===== src/rtl/project2_pkg.sv =====
// Shared constants for the project2 BCD up/down counter: default tick divisor
// and active-low seven-segment codes (bit0..6 = a..g, bit7 = decimal point).
package project2_pkg;

  localparam int TICK_DIV_DEFAULT = 10_000_000;

  localparam logic [7:0] SEG_0 = 8'hC0;
  localparam logic [7:0] SEG_1 = 8'hF9;
  localparam logic [7:0] SEG_2 = 8'hA4;
  localparam logic [7:0] SEG_3 = 8'hB0;
  localparam logic [7:0] SEG_4 = 8'h99;
  localparam logic [7:0] SEG_5 = 8'h92;
  localparam logic [7:0] SEG_6 = 8'h82;
  localparam logic [7:0] SEG_7 = 8'hF8;
  localparam logic [7:0] SEG_8 = 8'h80;
  localparam logic [7:0] SEG_9 = 8'h90;

  // All segments and the decimal point dark.
  localparam logic [7:0] SEG_BLANK = 8'hFF;

endpackage


===== src/rtl/project2_seg7_decoder.sv =====
// BCD digit to active-low seven-segment pattern, purely combinational;
// non-BCD codes blank the digit.
module seg7_decoder
  import project2_pkg::*;
(
  input  logic [3:0] bcd,
  output logic [7:0] seg
);

  always_comb begin
    seg = SEG_BLANK;
    case (bcd)
      4'd0: seg = SEG_0;
      4'd1: seg = SEG_1;
      4'd2: seg = SEG_2;
      4'd3: seg = SEG_3;
      4'd4: seg = SEG_4;
      4'd5: seg = SEG_5;
      4'd6: seg = SEG_6;
      4'd7: seg = SEG_7;
      4'd8: seg = SEG_8;
      4'd9: seg = SEG_9;
      default: seg = SEG_BLANK;
    endcase
  end

endmodule


===== src/rtl/project2.sv =====
// Six-digit BCD up/down counter stepping once per TICK_DIV clocks; count updates
// on the tick edge, displays decode combinationally, KEY[1] low pauses everything.
module project2
  import project2_pkg::*;
#(
  parameter int TICK_DIV = TICK_DIV_DEFAULT
) (
  input  logic       ADC_CLK_10,
  input  logic [1:0] KEY,
  input  logic [9:0] SW,
  output logic [7:0] HEX0,
  output logic [7:0] HEX1,
  output logic [7:0] HEX2,
  output logic [7:0] HEX3,
  output logic [7:0] HEX4,
  output logic [7:0] HEX5,
  output logic [9:0] LEDR
);

  localparam int DIV_W = (TICK_DIV > 1) ? $clog2(TICK_DIV) : 1;
  localparam logic [DIV_W-1:0] DIV_LAST = DIV_W'(TICK_DIV - 1);

  logic             rst;
  logic             run;
  logic             down;
  logic             tick;
  logic [DIV_W-1:0] div;
  logic [3:0]       digit     [6];
  logic [3:0]       nxt_digit [6];
  logic             carry;
  logic             unused_sw;

  assign rst       = ~KEY[0];
  assign run       = KEY[1];
  assign down      = SW[9];
  assign tick      = run && (div == DIV_LAST);
  assign unused_sw = ^SW[8:0];

  // Ripple the +1/-1 through the digits; a digit only moves while every lower
  // digit is wrapping, which gives 999999<->000000 wrap for free.
  always_comb begin
    carry = 1'b1;
    for (int i = 0; i < 6; i++) begin
      nxt_digit[i] = digit[i];
      if (carry) begin
        if (!down) begin
          if (digit[i] == 4'd9) begin
            nxt_digit[i] = 4'd0;
          end else begin
            nxt_digit[i] = digit[i] + 4'd1;
            carry        = 1'b0;
          end
        end else begin
          if (digit[i] == 4'd0) begin
            nxt_digit[i] = 4'd9;
          end else begin
            nxt_digit[i] = digit[i] - 4'd1;
            carry        = 1'b0;
          end
        end
      end
    end
  end

  always_ff @(posedge ADC_CLK_10) begin
    if (rst) begin
      div   <= '0;
      digit <= '{default: 4'd0};
    end else if (run) begin
      if (tick) begin
        div   <= '0;
        digit <= nxt_digit;
      end else begin
        div <= div + DIV_W'(1);
      end
    end
  end

  seg7_decoder u_dec0 (.bcd(digit[0]), .seg(HEX0));
  seg7_decoder u_dec1 (.bcd(digit[1]), .seg(HEX1));
  seg7_decoder u_dec2 (.bcd(digit[2]), .seg(HEX2));
  seg7_decoder u_dec3 (.bcd(digit[3]), .seg(HEX3));
  seg7_decoder u_dec4 (.bcd(digit[4]), .seg(HEX4));
  seg7_decoder u_dec5 (.bcd(digit[5]), .seg(HEX5));

  assign LEDR = {SW[9], KEY[1], digit[1], digit[0]};

endmodule


===== config.mk =====
export PLATFORM = sky130hd
export DESIGN_NAME = project2
export DESIGN_NICKNAME = d
export VERILOG_FILES = /design/src/rtl/project2_pkg.sv /design/src/rtl/project2_seg7_decoder.sv /design/src/rtl/project2.sv
export SDC_FILE = /design/constraint.sdc
export NUM_CORES = 1
export LEC_CHECK = 0
export CORE_MARGIN = 2
export CORE_UTILIZATION = 55
export CTS_BUF_LIST = sky130_fd_sc_hd__clkbuf_4 sky130_fd_sc_hd__clkbuf_8
export DETAILED_ROUTE_END_ITERATION = 8
export MAX_ROUTING_LAYER = met4
export PLACE_DENSITY = 0.86
export SYNTH_ARGS = -nofsm -noshare
export SYNTH_HDL_FRONTEND = slang
export SYNTH_SLANG_ARGS = --single-unit

===== constraint.sdc =====
create_clock -name ADC_CLK_10 -period 5.2 [get_ports ADC_CLK_10]
set_input_delay 1.56 -clock ADC_CLK_10 [delete_from_list [all_inputs] [get_ports ADC_CLK_10]]
set_output_delay 1.56 -clock ADC_CLK_10 [all_outputs]
set_load 0.05 [all_outputs]

## Word-level counts from Yosys, hierarchy flattened

Memories as Yosys holds them, arrays and structs flattened. A register that Yosys moved wholly into a read port is not among the register bits.
Index checks and enable logic that the tools add are counted.

- Reduce and logical (&&, ||, !) cells: 13
- Add/subtract/negate cells: 13
- Equal/unequal tests: 7
- Multiplexer cells: 50

Operators with widths:

| cell | number |
|---|---|
| $mux 4 | 30 |
| $add 24x1->24 const B | 1 |
| $add 4x1->4 const B | 6 |
| $eq 24x24->1 const B | 1 |
| $eq 4x4->1 const B | 6 |
| $logic_not 4->1 | 6 |
| $mux 24 | 1 |
| $sub 4x1->4 const B | 6 |
| $mux 1 | 19 |
| $reduce_and 3->1 | 5 |
| $reduce_and 2->1 | 1 |
| $logic_and 1x1->1 | 1 |

- Input bits: 13
- Register bits: 48
- Logic and storage cells: 96
- Memory bits (read-only): 672
- Memories: 6
- Output and inout bits: 58

Memories:

| name | words | width | rd ports | clocked after Yosys merged registers in | wr ports | RTL line | text |
|---|---|---|---|---|---|---|---|
| (no name shown) | 16 | 7 | 1 | 1 | 0 | project2_seg7_decoder.sv:12 | `case (bcd)` |
| (no name shown) | 16 | 7 | 1 | 1 | 0 | project2_seg7_decoder.sv:12 |  |
| (no name shown) | 16 | 7 | 1 | 1 | 0 | project2_seg7_decoder.sv:12 |  |
| (no name shown) | 16 | 7 | 1 | 1 | 0 | project2_seg7_decoder.sv:12 |  |
| (no name shown) | 16 | 7 | 1 | 1 | 0 | project2_seg7_decoder.sv:12 |  |
| (no name shown) | 16 | 7 | 1 | 1 | 0 | project2_seg7_decoder.sv:12 |  |

## Logic depth before layout (Yosys ltp)

Gate-level depths: netlist of the first run.

- Depth in word-level cells: 10
- Gate-level depth with buffers: 14
- Gate-level depth less buffers: 11

## Hierarchy

A second synthesis of the first run with hierarchy kept.

- Cell total of the unflattened synthesis: 603
- Area, all modules: 4420.5 µm²

By module, submodules not included:

| module | instances | area each (µm²) | cells an instance |
|---|---|---|---|
| project2 | 1 | 3111.7 | 397 |
| seg7_decoder at u_dec2 ... | 4 | 221.5 | 35 |
| seg7_decoder at u_dec0 ... | 2 | 211.5 | 33 |

## Worst setup path before layout of the first run

OpenSTA, ideal clock, no wires.

- Kind: input to register
- Start: in KEY[1]
- End: reg, netlist name u_dec2.seg[4]
- Stages on the path: 11
- Buffers on the path: 2
- Setup time: 0.134 ns
- Slack: 1.128 ns
- Data required time: 5.066 ns
- Data arrival time: 3.938 ns
- Path through: buf_4 > nand4_1 > or4_1 > buf_2 > nor4_4 > a21o_1 > o2111a_1 > ha_1 > o21ai_0 > o221ai_1 > o22ai_1

- Longest elaborated chain between the ends: 4

RTL lines:

| element | RTL line | text |
|---|---|---|
| from (decl) | project2.sv:9 | `input logic [1:0] KEY,` |
| $logic_and 1x1->1 | project2.sv:36 | `assign tick = run && (div == DIV_LAST);` |
| $reduce_and 3->1 (no line) * | -- |  |
| $mux 4 (no line) * (2 in series) | -- |  |

Mark *: on every way between the ends. The rest lies on a longest branch, timed or not.
A chain may end at the register's enable or synchronous reset.

## Final worst setup path of the first run

- Start: in SW[9]
- End: reg, netlist name u_dec5.seg[0]

- Longest elaborated chain between the ends: 8
- Elaborated cells on any way between the ends: 13

RTL lines:

| element | RTL line | text |
|---|---|---|
| from (decl) | project2.sv:10 | `input logic [9:0] SW,` |
| $mux 1 | project2.sv:46 | `if (!down) begin` |
| $mux 1 (4 in series) | project2.sv:45 | `if (carry) begin` |
| $reduce_and 3->1 (no line) | -- |  |
| $mux 4 (no line) * (2 in series) | -- |  |

Marks and branches as above.

==> flow_metrics.py, run 1 <==
metrics = {
    "logic_synthesis": {
        "synth_top_area_share": 0.327,
        "synth.area.top_cells": "dfxtp_1 33%, ha_1 7.0%, mux2i_1 5.8%, xor2_1 3.5%, nor2_1 3.4%",
        "synth.avg_cell_area_sq_um": 8.70,
        "ys.flop_type": "dfxtp_1",
        "syn_inst": 634,
        "synth_edf_count": 0,
        "ys_warn_count": 0,
        "synth_top_area_cell": "dfxtp_1",
        "ys_seq_elements": 90,
        "ys_seq_area_frac": 0.327,
        "synth_area_sq_mm": 0.00552,
        "synthArstFlopShare": 0,
        "synth_cell_types": 82,
    },
    "setup_path": {
        "endpoint": "u_dec5.seg[0]",
        "timing.rr.start": "LEDR[0]",
        "critPathKind": "input port to register",
        "r2r_slack_ns": 1.85,
        "start_kind": "input port",
        "crit_path_start": "SW[9]",
        "end_kind": "register",
        "timing.rr.end": "u_dec3.seg[0]",
        "crit_arrival_ns": 4.93,
        "crit_path_max_fanout": 38,
        "rr_worst_depth": 10,
        "crit_required_ns": 5.45,
    },
    "worst_hold_path": {
        "min_path_type": "register to register",
        "min_path_cells": 2,
        "min-delay-start": "div[1]",
    },
    "clock_network": {
        "cts_buffers": 9,
        "clk_latency_ns": 0.37,
        "h-tree-depth": 3,
        "cts.path.max_buffers": 2,
        "ctsResizeCount": 0,
        "ctsRootBufferMaster": "clkbuf_8",
        "clkTransAtPathRegs_ns": 0.09,
        "cts_hold_buf": 0,
        "postCtsSetupRepairBufs": 0,
        "cts_tree": "built",
        "cts_sinks": 90,
    },
    "global_routing": {
        "grt_use_met1": 0.250,
        "met2_usage": 0.350,
        "gr-max-usage-layer": "met2",
        "first_global_vias": 4212,
        "grt_overflow_total": 0,
        "antenna_found_initial": 0,
        "grt_max_degree": 39,
        "grt_use_total": 0.212,
        "grtUsageMet3": 0.0558,
        "grt_pass1_wl_um": 18800,
    },
    "layout": {
        "antennaDiodeCount": 0,
        "final_cell_mix": "90 x dfxtp_1, 54 x clkdlybuf4s50_1, 50 x nor2_1",
        "nets": 708,
        "mostFrequentLayoutCell": "dfxtp_1",
        "multi_input_area_sq_mm": 0.00328,
        "register_area_sq_mm": 0.00180,
        "area_delta_synth_final_pct": 12.4,
        "fill_cells": 822,
        "drive_above_1_share": 0.0882,
    },
    "floorplanning": {
        "std_cell_rows": 36,
        "start_util": 0.564,
        "die_height_um": 104,
        "core-area_sq_mm": 0.00977,
        "dieArea_sq_mm": 0.0108,
        "die_x_um": 104,
        "ios": 71,
    },
    "timing": {
        "fmax_ghz": 0.213,
        "skew_ns": 0.0111,
        "maxSlewViolCount": 0,
        "fin_ws_ns": 0.514,
        "period_minus_slack_ns": 4.69,
        "fin_crit_sh": 0.901,
        "setup_viol": 0,
        "rsz0062_at_grt": "false",
        "max-slew-margin-rel": 0.376,
        "hold_viol": 0,
        "whs_ns": 0.523,
        "setup-tns-final_ns": 0,
        "worst_slew_pin_slew_ns": 0.929,
    },
    "status": {
        "outcome": "completed",
    },
    "pwr": {
        "p_per_area_mw_per_mm2": 191,
        "p_leak_uw": 0.00251,
        "ir_drop_mv": 0.123,
    },
    "route": {
        "wl_um": 11000,
        "ant_nets": 0,
        "drt_iter0_markers": 239,
        "post_drt_wl_per_cell_um": 13.7,
        "vias": 4497,
        "viasPerCell": 5.61,
        "dr.pass1.iters": 5,
        "drc": 0,
    },
    "placement": {
        "dpl.hpwl_um": 8070,
        "dp_slack_ns": 0.175,
        "numPortBuffers": 55,
        "gp_congestion": 0.873,
    },
    "flow_run": {
        "cap_violations": 0,
    },
}
==> sequential cells by signal (all words and copies together), names as in the netlist <==
| name | count |
|---|---|
| u_dec5.seg | 7 |
| LEDR | 8 |
| u_dec2.seg | 7 |
| div | 24 |
| u_dec0.seg | 7 |
| u_dec3.seg | 7 |
| digit | 16 |
| u_dec4.seg | 7 |
| u_dec1.seg | 7 |
==> cells in the mapped netlist (4+ instances only) <==
cell type and instances:
a21oi_1 27, and3_1 12, o21ai_0 30, nor3_1 11, a31oi_1 9, a21o_1 5, a21oi_2 5, nor2_1 50
nor2b_1 9, nor4_1 6, mux2i_1 32, and4_1 4, nor4b_1 4, o211ai_1 4, and2_1 6, nand3_1 19
and3b_1 4, nand4_1 11, nor3b_1 6, buf_2 7, nand2_1 33, buf_6 4, xor2_1 22, nand2b_1 16
a2bb2oi_1 4, a22oi_1 7, dfxtp_1 90, buf_4 18, a31o_2 4, clkbuf_1 15, ha_1 31, xnor2_1 12
a22o_1 4, inv_1 42
==> cell type report <==
type | count | share of cell area
multi-input cells | 457 | 0.529
well taps | 133 | 0.0268
clock inverters | 5 | 0.00484
flip-flops and latches | 90 | 0.291
inverters | 44 | 0.0266
repair buffers | 62 | 0.0989
clock buffers | 11 | 0.0234
==> routing by layer <==
layer  vias up  part of all wire
li1       2266                 -
met1      2106              0.45
met2       113              0.49
met3        12             0.048
met4         0             0.016
met5         -                 0
==> worst max-delay path, stage by stage <==
cell             delay, ns
clkdlybuf4s50_1       0.62
buf_4                 0.40
and4b_2               0.28
a2bb2oi_2             0.23
or4b_1                0.46
o21ai_0               0.20
a21oi_1               0.47
inv_1                 0.19
ha_1                  0.24
mux2i_1               0.19
a22oi_1               0.09
==> worst min path at each step <==
stage,end,slack [ns]
4_1_cts,div[1],0.52
3_5_place_dp,div[1],0.51
5_1_grt,div[1],0.56
6_report,div[1],0.52
2_1_floorplan,div[1],0.48
3_3_place_gp,div[18],0.51
==> metrics by stage <==
step	cells	area (sq um)	power, uW	utilization
2_1_floorplan	639	5530	758	-
3_3_place_gp	786	6030	765	0.616
3_5_place_dp	786	6030	767	0.616
4_1_cts	802	6200	1190	0.634
5_1_grt	802	6200	1230	0.634
6_report	802	6200	1180	0.634
==> power breakdown <==
part           switching, uW  internal (uW)  total [uW]  leakage (uW)
Combinational           43.1           17.2        60.3       0.00170
Clock                    244            190         433     0.0000885
Sequential              1.55            690         691      0.000725
Total                    288            896        1180       0.00251
==> cell families after synthesis <==
family | Yosys count | share of synthesized area
compound gates | 136 | 0.175
xor+xnor | 34 | 0.0540
fa+ha+maj | 31 | 0.0703
buf+inv | 92 | 0.0821
flops | 90 | 0.327
mux | 34 | 0.0622
other cells | 1 | 0.000680
simple gates | 216 | 0.229
Note: power is estimated with default switching activity, not from simulation.
==> run 2, diff against run 1 <==
CAP_MARGIN = 20   (was unset)
CTS_BUF_LIST = unset   (was sky130_fd_sc_hd__clkbuf_4 sky130_fd_sc_hd__clkbuf_8)
==> flow_metrics.py, run 2 (synthesis gave the netlist of run 1 again) <==
metrics = {
    "floorplanning": {
        "die_x_um": 104,
        "std_cell_rows": 36,
        "core-area_sq_mm": 0.00977,
        "die_height_um": 104,
        "ios": 71,
        "start_util": 0.564,
        "dieArea_sq_mm": 0.0108,
    },
    "layout": {
        "largest_reg_flops": 24,
        "drive_above_1_share": 0.0867,
        "fill_cells": 822,
        "mostFrequentLayoutCell": "dfxtp_1",
        "final_cell_mix": "90 x dfxtp_1, 54 x clkdlybuf4s50_1, 50 x nor2_1",
        "antennaDiodeCount": 0,
        "final_cell_area_sq_mm": 0.00620,
        "finalNonFillerCells": 802,
        "area_delta_synth_final_pct": 12.4,
        "top_register": "div",
        "nets": 708,
    },
    "route": {
        "m1WireLength_um": 4920,
        "drt_iter0_markers": 240,
        "vias": 4513,
        "wl_um": 11000,
        "dr.max_layer_used": "met4",
        "post_drt_wl_per_cell_um": 13.7,
        "drc": 0,
        "ant_nets": 0,
        "viasPerCell": 5.63,
        "dr_wl_met2_um": 5370,
        "wl_met3_um": 509,
        "dr.pass1.iters": 5,
    },
    "clock_network": {
        "ctsRootBufferMaster": "clkbuf_8",
        "ctsResizeCount": 0,
        "cts.path.max_buffers": 2,
        "h-tree-depth": 3,
        "postCtsSetupRepairBufs": 0,
        "clk_latency_ns": 0.37,
        "cts_hold_buf": 0,
        "cts_sinks": 90,
        "cts_tree": "built",
        "cts_buffers": 9,
        "clkTransAtPathRegs_ns": 0.09,
    },
    "global_routing": {
        "grt_max_degree": 39,
        "grt_pass1_wl_um": 18800,
        "antenna_found_initial": 0,
        "grt_use_total": 0.212,
        "first_global_vias": 4212,
        "grt_overflow_total": 0,
    },
    "setup_path": {
        "end_kind": "register",
        "critPathKind": "input port to register",
        "r2r_slack_ns": 1.84,
        "crit_path_max_fanout": 38,
        "crit_required_ns": 5.45,
        "start_kind": "input port",
        "crit_arrival_ns": 4.93,
    },
    "pwr": {
        "p_leak_uw": 0.00251,
        "p_per_area_mw_per_mm2": 190,
        "ir_drop_mv": 0.123,
    },
    "timing": {
        "setup-tns-final_ns": 0,
        "fin_crit_sh": 0.900,
        "max-slew-margin-rel": 0.379,
        "whs_ns": 0.523,
        "fmax_ghz": 0.214,
        "period_minus_slack_ns": 4.68,
        "skew_ns": 0.00971,
        "worst_slew_pin_slew_ns": 0.924,
        "rsz0062_at_grt": "false",
        "setup_viol": 0,
        "hold_viol": 0,
        "maxSlewViolCount": 0,
    },
    "status": {
        "outcome": "completed",
    },
    "flow_run": {
        "cap_violations": 0,
    },
    "placement": {
        "placedInstanceArea_sq_mm": 0.00603,
        "numPortBuffers": 55,
        "dpl.hpwl_um": 8070,
        "dpl.cell_count": 786,
        "gp_congestion": 0.873,
    },
    "worst_hold_path": {
        "min_path_type": "register to register",
    },
}
run 2: cell types whose count changed in the layout (fill, tap and decap cells not counted):
cell,change
clkbuf_1,+1
clkbuf_4,-1
run 2: power breakdown:
group,switching (uW),total [uW],internal (uW),leakage [uW]
combinational,42.9,60.1,17.2,0.00170
clock,243,427,184,0.0000851
sequential,1.55,691,690,0.000725
run 2: final cells by class:
class	instances	area, sq um	share of cell area
Tap cell	133	166	0.0269
Clock inverter	5	30.0	0.00485
Clock buffer	11	141	0.0228
Timing Repair Buffer	62	613	0.0989
Inverter	44	165	0.0267
Multi-Input combinational cell	457	3280	0.529
Sequential cell	90	1800	0.291
run 2: metal layers:
layer	up-vias	GRT usage
li1	2269	-
met1	2113	0.250
met2	117	0.350
met3	14	0.0558
met4	0	0.0743
met5	-	-
run 2: critical path: stages:
cell	delay, ns
clkdlybuf4s50_1	0.63
buf_4	0.40
and4b_2	0.28
a2bb2oi_2	0.23
or4b_1	0.45
o21ai_0	0.20
a21oi_1	0.47
inv_1	0.19
ha_1	0.24
mux2i_1	0.19
a22oi_1	0.09
run 2: final timing paths:
check | from | cells past startpoint | endpoint
max | SW[9] | 11 | u_dec5.seg[0]
min | div[1] | 2 | div[1]
max reg2reg | LEDR[0] | 10 | u_dec3.seg[0]
min reg2reg | div[1] | 2 | div[1]
run 2: through the flow:
stage,power [uW],worst slack (ns),utilization
finish,1180,0.518,0.634
global route,1220,0.219,0.634
CTS,1190,0.554,0.634
detailed placement,767,0.175,0.616
global placement,765,0.224,0.616
floorplan,758,1.13,-
==> RTL edit 1, RTL diff (config.mk and constraints of run 1) <==
The package constant `TICK_DIV_DEFAULT` goes from 10_000_000 to 5_000_000.
--- a/src/rtl/project2_pkg.sv
+++ b/src/rtl/project2_pkg.sv
@@ -4,3 +4,3 @@
 
-  localparam int TICK_DIV_DEFAULT = 10_000_000;
+  localparam int TICK_DIV_DEFAULT = 5_000_000;
 
Function: same outputs for any inputs over 10 cycles, from zero or initial values; that may be too few to reach the edited logic, so the function may still have changed.
==> RTL edit 1 against run 1 <==
Utilization about the same; maximum frequency fell by 0.16%; largest power group unchanged; first-iteration DRC count up 56%; critical endpoint is now u_dec4.seg[1]; design area fell by 0.40%; total power increased by 4.2%; sequential cell count decreased by 1; register-to-register slack got worse by 0.04 ns; routed wire length increased by 1.4%; synthesized area decreased by 0.82%; worst setup slack worse by 0.0076 ns; critical path type unchanged; via count up 3.5%.
==> RTL edit 1: results (changes against run 1) <==
Status
  – Status: completed

Die
  – CORE AREA: 9729 um^2 (-0.46%)

Power
  – Worst vdd ir: 108.2 uV (-12%)
  – Psw: 0.0002766 W (-4.1%)

Setup path
  – Worst-path fanout max: 31 (-18%)
  – FF-to-FF End: u_dec3.seg[4]
  – FF-to-FF Start: div[0]
  – Reg2Reg Depth: 12 (+2)
  – Worst Path Arrival: 4.96 ns (+0.03 ns)
  – Top Family by Delay on Critical Path: simple AND/OR/NAND/NOR gates

Timing
  – Final hold slack: 0.4965 ns (-0.02635 ns)
  – Clock Skew: 0.01094 ns (-0.0001072 ns)
  – Max transition margin: 57.20% (+20 points)

Final layout
  – Seq_cells: 89 (-1.1%)
  – Largest register FFs: 23 (-4.2%)
  – # clk buffers: 13 (+2)
  – Final Net Count: 718 (+1.4%)
  – Share of cells above drive strength 1: 9.145% (+0.33 points)
  – Area Growth Syn to Fin: 12.90%
  – Buffer share of cell area: 9.887% (about the same)
  – Inverters: 43 (-2.3%)

Route
  – Vias per cell: 5.741 (+2.4%)
  – DRT met1 WL: 4.941 mm (+0.53%)
  – Drt total wl: 11.11 mm (+1.4%)
  – 1st-iter DRT viols: 372 (+56%)
  – Metal3 WL: 369 um (-29%)

Global route
  – Met3 Resource Use GR: 2.643% (-2.9 points)
  – First-pass GRT wire length: 19.06 mm (+1.5%)

Synthesis
  – Area contributors post-synth: dfxtp_1 (33%), ha_1 (7.1%), nor2_1 (4.2%)
  – Post-synthesis sequential area ratio: 32.57% (-0.097 points)
  – Post-Synth Adder-Cell Area: 7.091% (+0.058 points)

Place
  – Final Wtd Congestion: 0.9087 (+4.0%)
  – Cell count after placement: 796 (+1.3%)
  – Placed Area: 5972 um^2 (-0.89%)
[RTL edit 1: cell count changes after synthesis, moves of 7 or more]
cell / run 1 / this run
clkbuf_1: 15 / 24
mux2i_1: 32 / 20
nand2_1: 33 / 44
nand3b_1: 0 / 10
nor2_1: 50 / 61
o21ai_0: 30 / 23
[RTL edit 1: how the worst max path moves through the flow]
stage,to,startpoint,slack [ns]
floorplan,u_dec4.seg[0],SW[9],1.29
global placement,u_dec4.seg[1],SW[9],0.26
detailed placement,u_dec4.seg[1],SW[9],0.17
CTS,u_dec4.seg[1],SW[9],0.55
global route,u_dec4.seg[1],SW[9],0.27
finish,u_dec4.seg[1],SW[9],0.51
[RTL edit 1: power groups by stage]
stage                     clock network, W  logic [W]  registers [W]
after CTS                         0.000500  0.0000630       0.000683
after global placement                   0  0.0000603       0.000699
after floorplan                          0  0.0000516       0.000699
after detailed placement                 0  0.0000626       0.000699
final                             0.000488  0.0000636       0.000683
after global routing              0.000525  0.0000680       0.000683
==> RTL edit 2, RTL diff (config.mk and constraints of run 1) <==
Made on the original files. One comparison of `div` changes from == to >=.
--- a/src/rtl/project2.sv
+++ b/src/rtl/project2.sv
@@ -35,3 +35,3 @@
   assign down      = SW[9];
-  assign tick      = run && (div == DIV_LAST);
+  assign tick      = run && (div >= DIV_LAST);
   assign unused_sw = ^SW[8:0];
Function: no difference found for any inputs over 10 cycles, from zero or initial values; that may be too few to reach the edited logic, so the function may still have changed.
==> RTL edit 2 against run 1 <==
Design area up 1.4%; sequential cell count unchanged; die area up 0.13%; worst setup slack better by 0.029 ns; non-clock buffer count up 5; count of clock-buffer cells in the layout down 2; routed wire length up 2.0%; final cell count up 1.0%; maximum frequency up 0.63%; synthesized area up 0.14%; clock skew up 0.0065 ns; total power up 4.7%; highest routed layer unchanged.
==> RTL edit 2: results (changes against run 1) <==
Clock tree
  – Post-CTS setup buffer count: 0 (unchanged)
  – Clock-pin slew on the worst setup and hold paths: 0.09 ns (about the same)
  – CTS resizes: 0 (unchanged)
  – CTS buffer count: 9 (unchanged)
  – H-tree depth: 3 (unchanged)
  – CTS Buffer Depth: 2 (unchanged)
  – Worst-Skew Late Latency: 0.36 ns
  – CTS Root Cell: clkbuf_8

Synthesis
  – Area contributors post-synth: dfxtp_1 (33%), ha_1 (7.0%), mux2i_1 (4.9%)
  – Synth cell count leaders: dfxtp_1 (90), nor2_1 (53), inv_1 (40), nand2_1 (40)
  – Post-synthesis sequential area ratio: 32.62% (-0.044 points)
  – Yosys cell types: 81 (-1.2%)
  – Synth async-reset ratio: 0% (unchanged)
  – Yosys warnings: 0 (unchanged)

Setup path
  – Slowest stage delay, CP: 0.87 ns (+0.25 ns)
  – Top Family by Delay on Critical Path: buffers and inverters
  – Worst-path fanout max: 9 (-76%)
  – FF-to-FF Start: div[8]
  – Worst path slowest cell: clkdlybuf4s50_1
  – Reg2reg setup slack: 1.92 ns (+0.07 ns)
  – Reg2Reg Depth: 10 (unchanged)
  – FF-to-FF End: u_dec3.seg[0]

Place
  – Post-DP HPWL: 8.059 mm (about the same)
  – I/O Buffers: 55 (unchanged)
  – Final Wtd Congestion: 0.8523 (-2.4%)

Min path
  – Hold EP: div[23]
  – Hold path start: div[23]
  – Worst min path class: flip-flop to flip-flop
  – WHS Path Cells: 2 (unchanged)

Power
  – Leakage power figure: 2.637 nW (+4.9%)
  – Worst vdd ir: 117.2 uV (-4.4%)

Global route
  – Vias in the first global route: 4432 (+5.2%)
  – First-pass GRT wire length: 19.25 mm (+2.5%)
  – Gr usage total: 21.38% (+0.22 points)
  – Largest net degree at the start of global routing: 33 (-15%)
  – Initial antenna violation count: 0 (unchanged)

Final layout
  – Share of cells above drive strength 1: 8.419% (-0.40 points)
  – Layout filler cell count: 799 (-2.8%)
  – Antenna diodes: 0 (unchanged)
  – Largest Register: div
  – Largest register FFs: 24 (unchanged)
  – Final Net Count: 716 (+1.1%)

Route
  – Drt total wl: 11.17 mm (+2.0%)
  – Detailed Routing Iterations Pass 1: 5 (unchanged)
  – Via count: 4613 (+2.6%)
  – 1st-iter DRT viols: 209 (-13%)

Timing
  – Clock Skew: 0.01751 ns (+0.006458 ns)
  – Worst-margin pin slew: 0.7659 ns (-0.1630 ns)
  – Final hold slack: 0.4922 ns (-0.03069 ns)

Status
  – Status: completed
RTL edit 2: cell types whose count changed in the layout (fill, tap and decap cells not counted), moves of 6 or more:
cell	delta
and2_1	+10
nand3_1	-8
nand3b_1	+6
nand2_1	+7
a22oi_1	-6
nand4_1	-6
o22ai_1	+7
RTL edit 2: cells by family (layout without fill, tap and decap cells):
kind of cell	Yosys count	count (layout)	synth area share (%)
simple gates	212	212	21.48
fa+ha+maj	31	31	7.023
flops	90	90	32.62
xor+xnor	32	32	5.075
other cells	1	6	0.06790
mux	30	30	5.505
buf+inv	92	125	7.771
compound gates	151	151	20.46
RTL edit 2: worst max path at each step:
stage	startpoint	end	slack, ns	depth (start not counted)
after floorplan	KEY[1]	u_dec4.seg[4]	0.92	13
after global placement	SW[9]	u_dec4.seg[4]	0.39	14
after detailed placement	SW[9]	u_dec5.seg[5]	0.26	13
after CTS	KEY[1]	LEDR[8]	0.56	2
after global routing	SW[9]	u_dec4.seg[4]	0.28	14
final	KEY[1]	LEDR[8]	0.54	2
RTL edit 2: metrics by stage:
| step | worst slack [ns] | instances | total power (W) | area [um^2] |
|---|---|---|---|---|
| 2_1_floorplan | 0.9192 | 644 | 0.0007583 | 5542 |
| 3_3_place_gp | 0.3926 | 794 | 0.0007673 | 6087 |
| 3_5_place_dp | 0.2645 | 794 | 0.0007696 | 6087 |
| 4_1_cts | 0.5582 | 810 | 0.001254 | 6286 |
| 5_1_grt | 0.2828 | 810 | 0.001288 | 6286 |
| 6_report | 0.5429 | 810 | 0.001240 | 6286 |
RTL edit 2: layout make-up:
cell class | count | share of cell area [%]
clock inverters | 7 | 1.194
repair buffers | 67 | 10.35
clock buffers | 9 | 1.971
inverters | 42 | 2.508
flip-flops and latches | 90 | 28.66
well taps | 133 | 2.647
multi-input cells | 462 | 52.67
RTL edit 2: where the power goes:
| group | switching (W) | total [W] | internal (W) |
|---|---|---|---|
| Sequential | 0.00000149 | 0.000692 | 0.000690 |
| Combinational | 0.0000423 | 0.0000624 | 0.0000200 |
| Clock | 0.000259 | 0.000486 | 0.000227 |
| Total | 0.000303 | 0.00124 | 0.000937 |
RTL edit 2: routing by layer:
| layer | global-route usage, % | part of all wire [%] | routed length [um] | vias to the layer above |
|---|---|---|---|---|
| li1 | - | - | - | 2288 |
| met1 | 24.94 | 45 | 4977 | 2184 |
| met2 | 36.56 | 50 | 5593 | 123 |
| met3 | 4.073 | 3.9 | 438 | 18 |
| met4 | 8.108 | 1.5 | 163 | 0 |
| met5 | - | 0 | 0 | - |
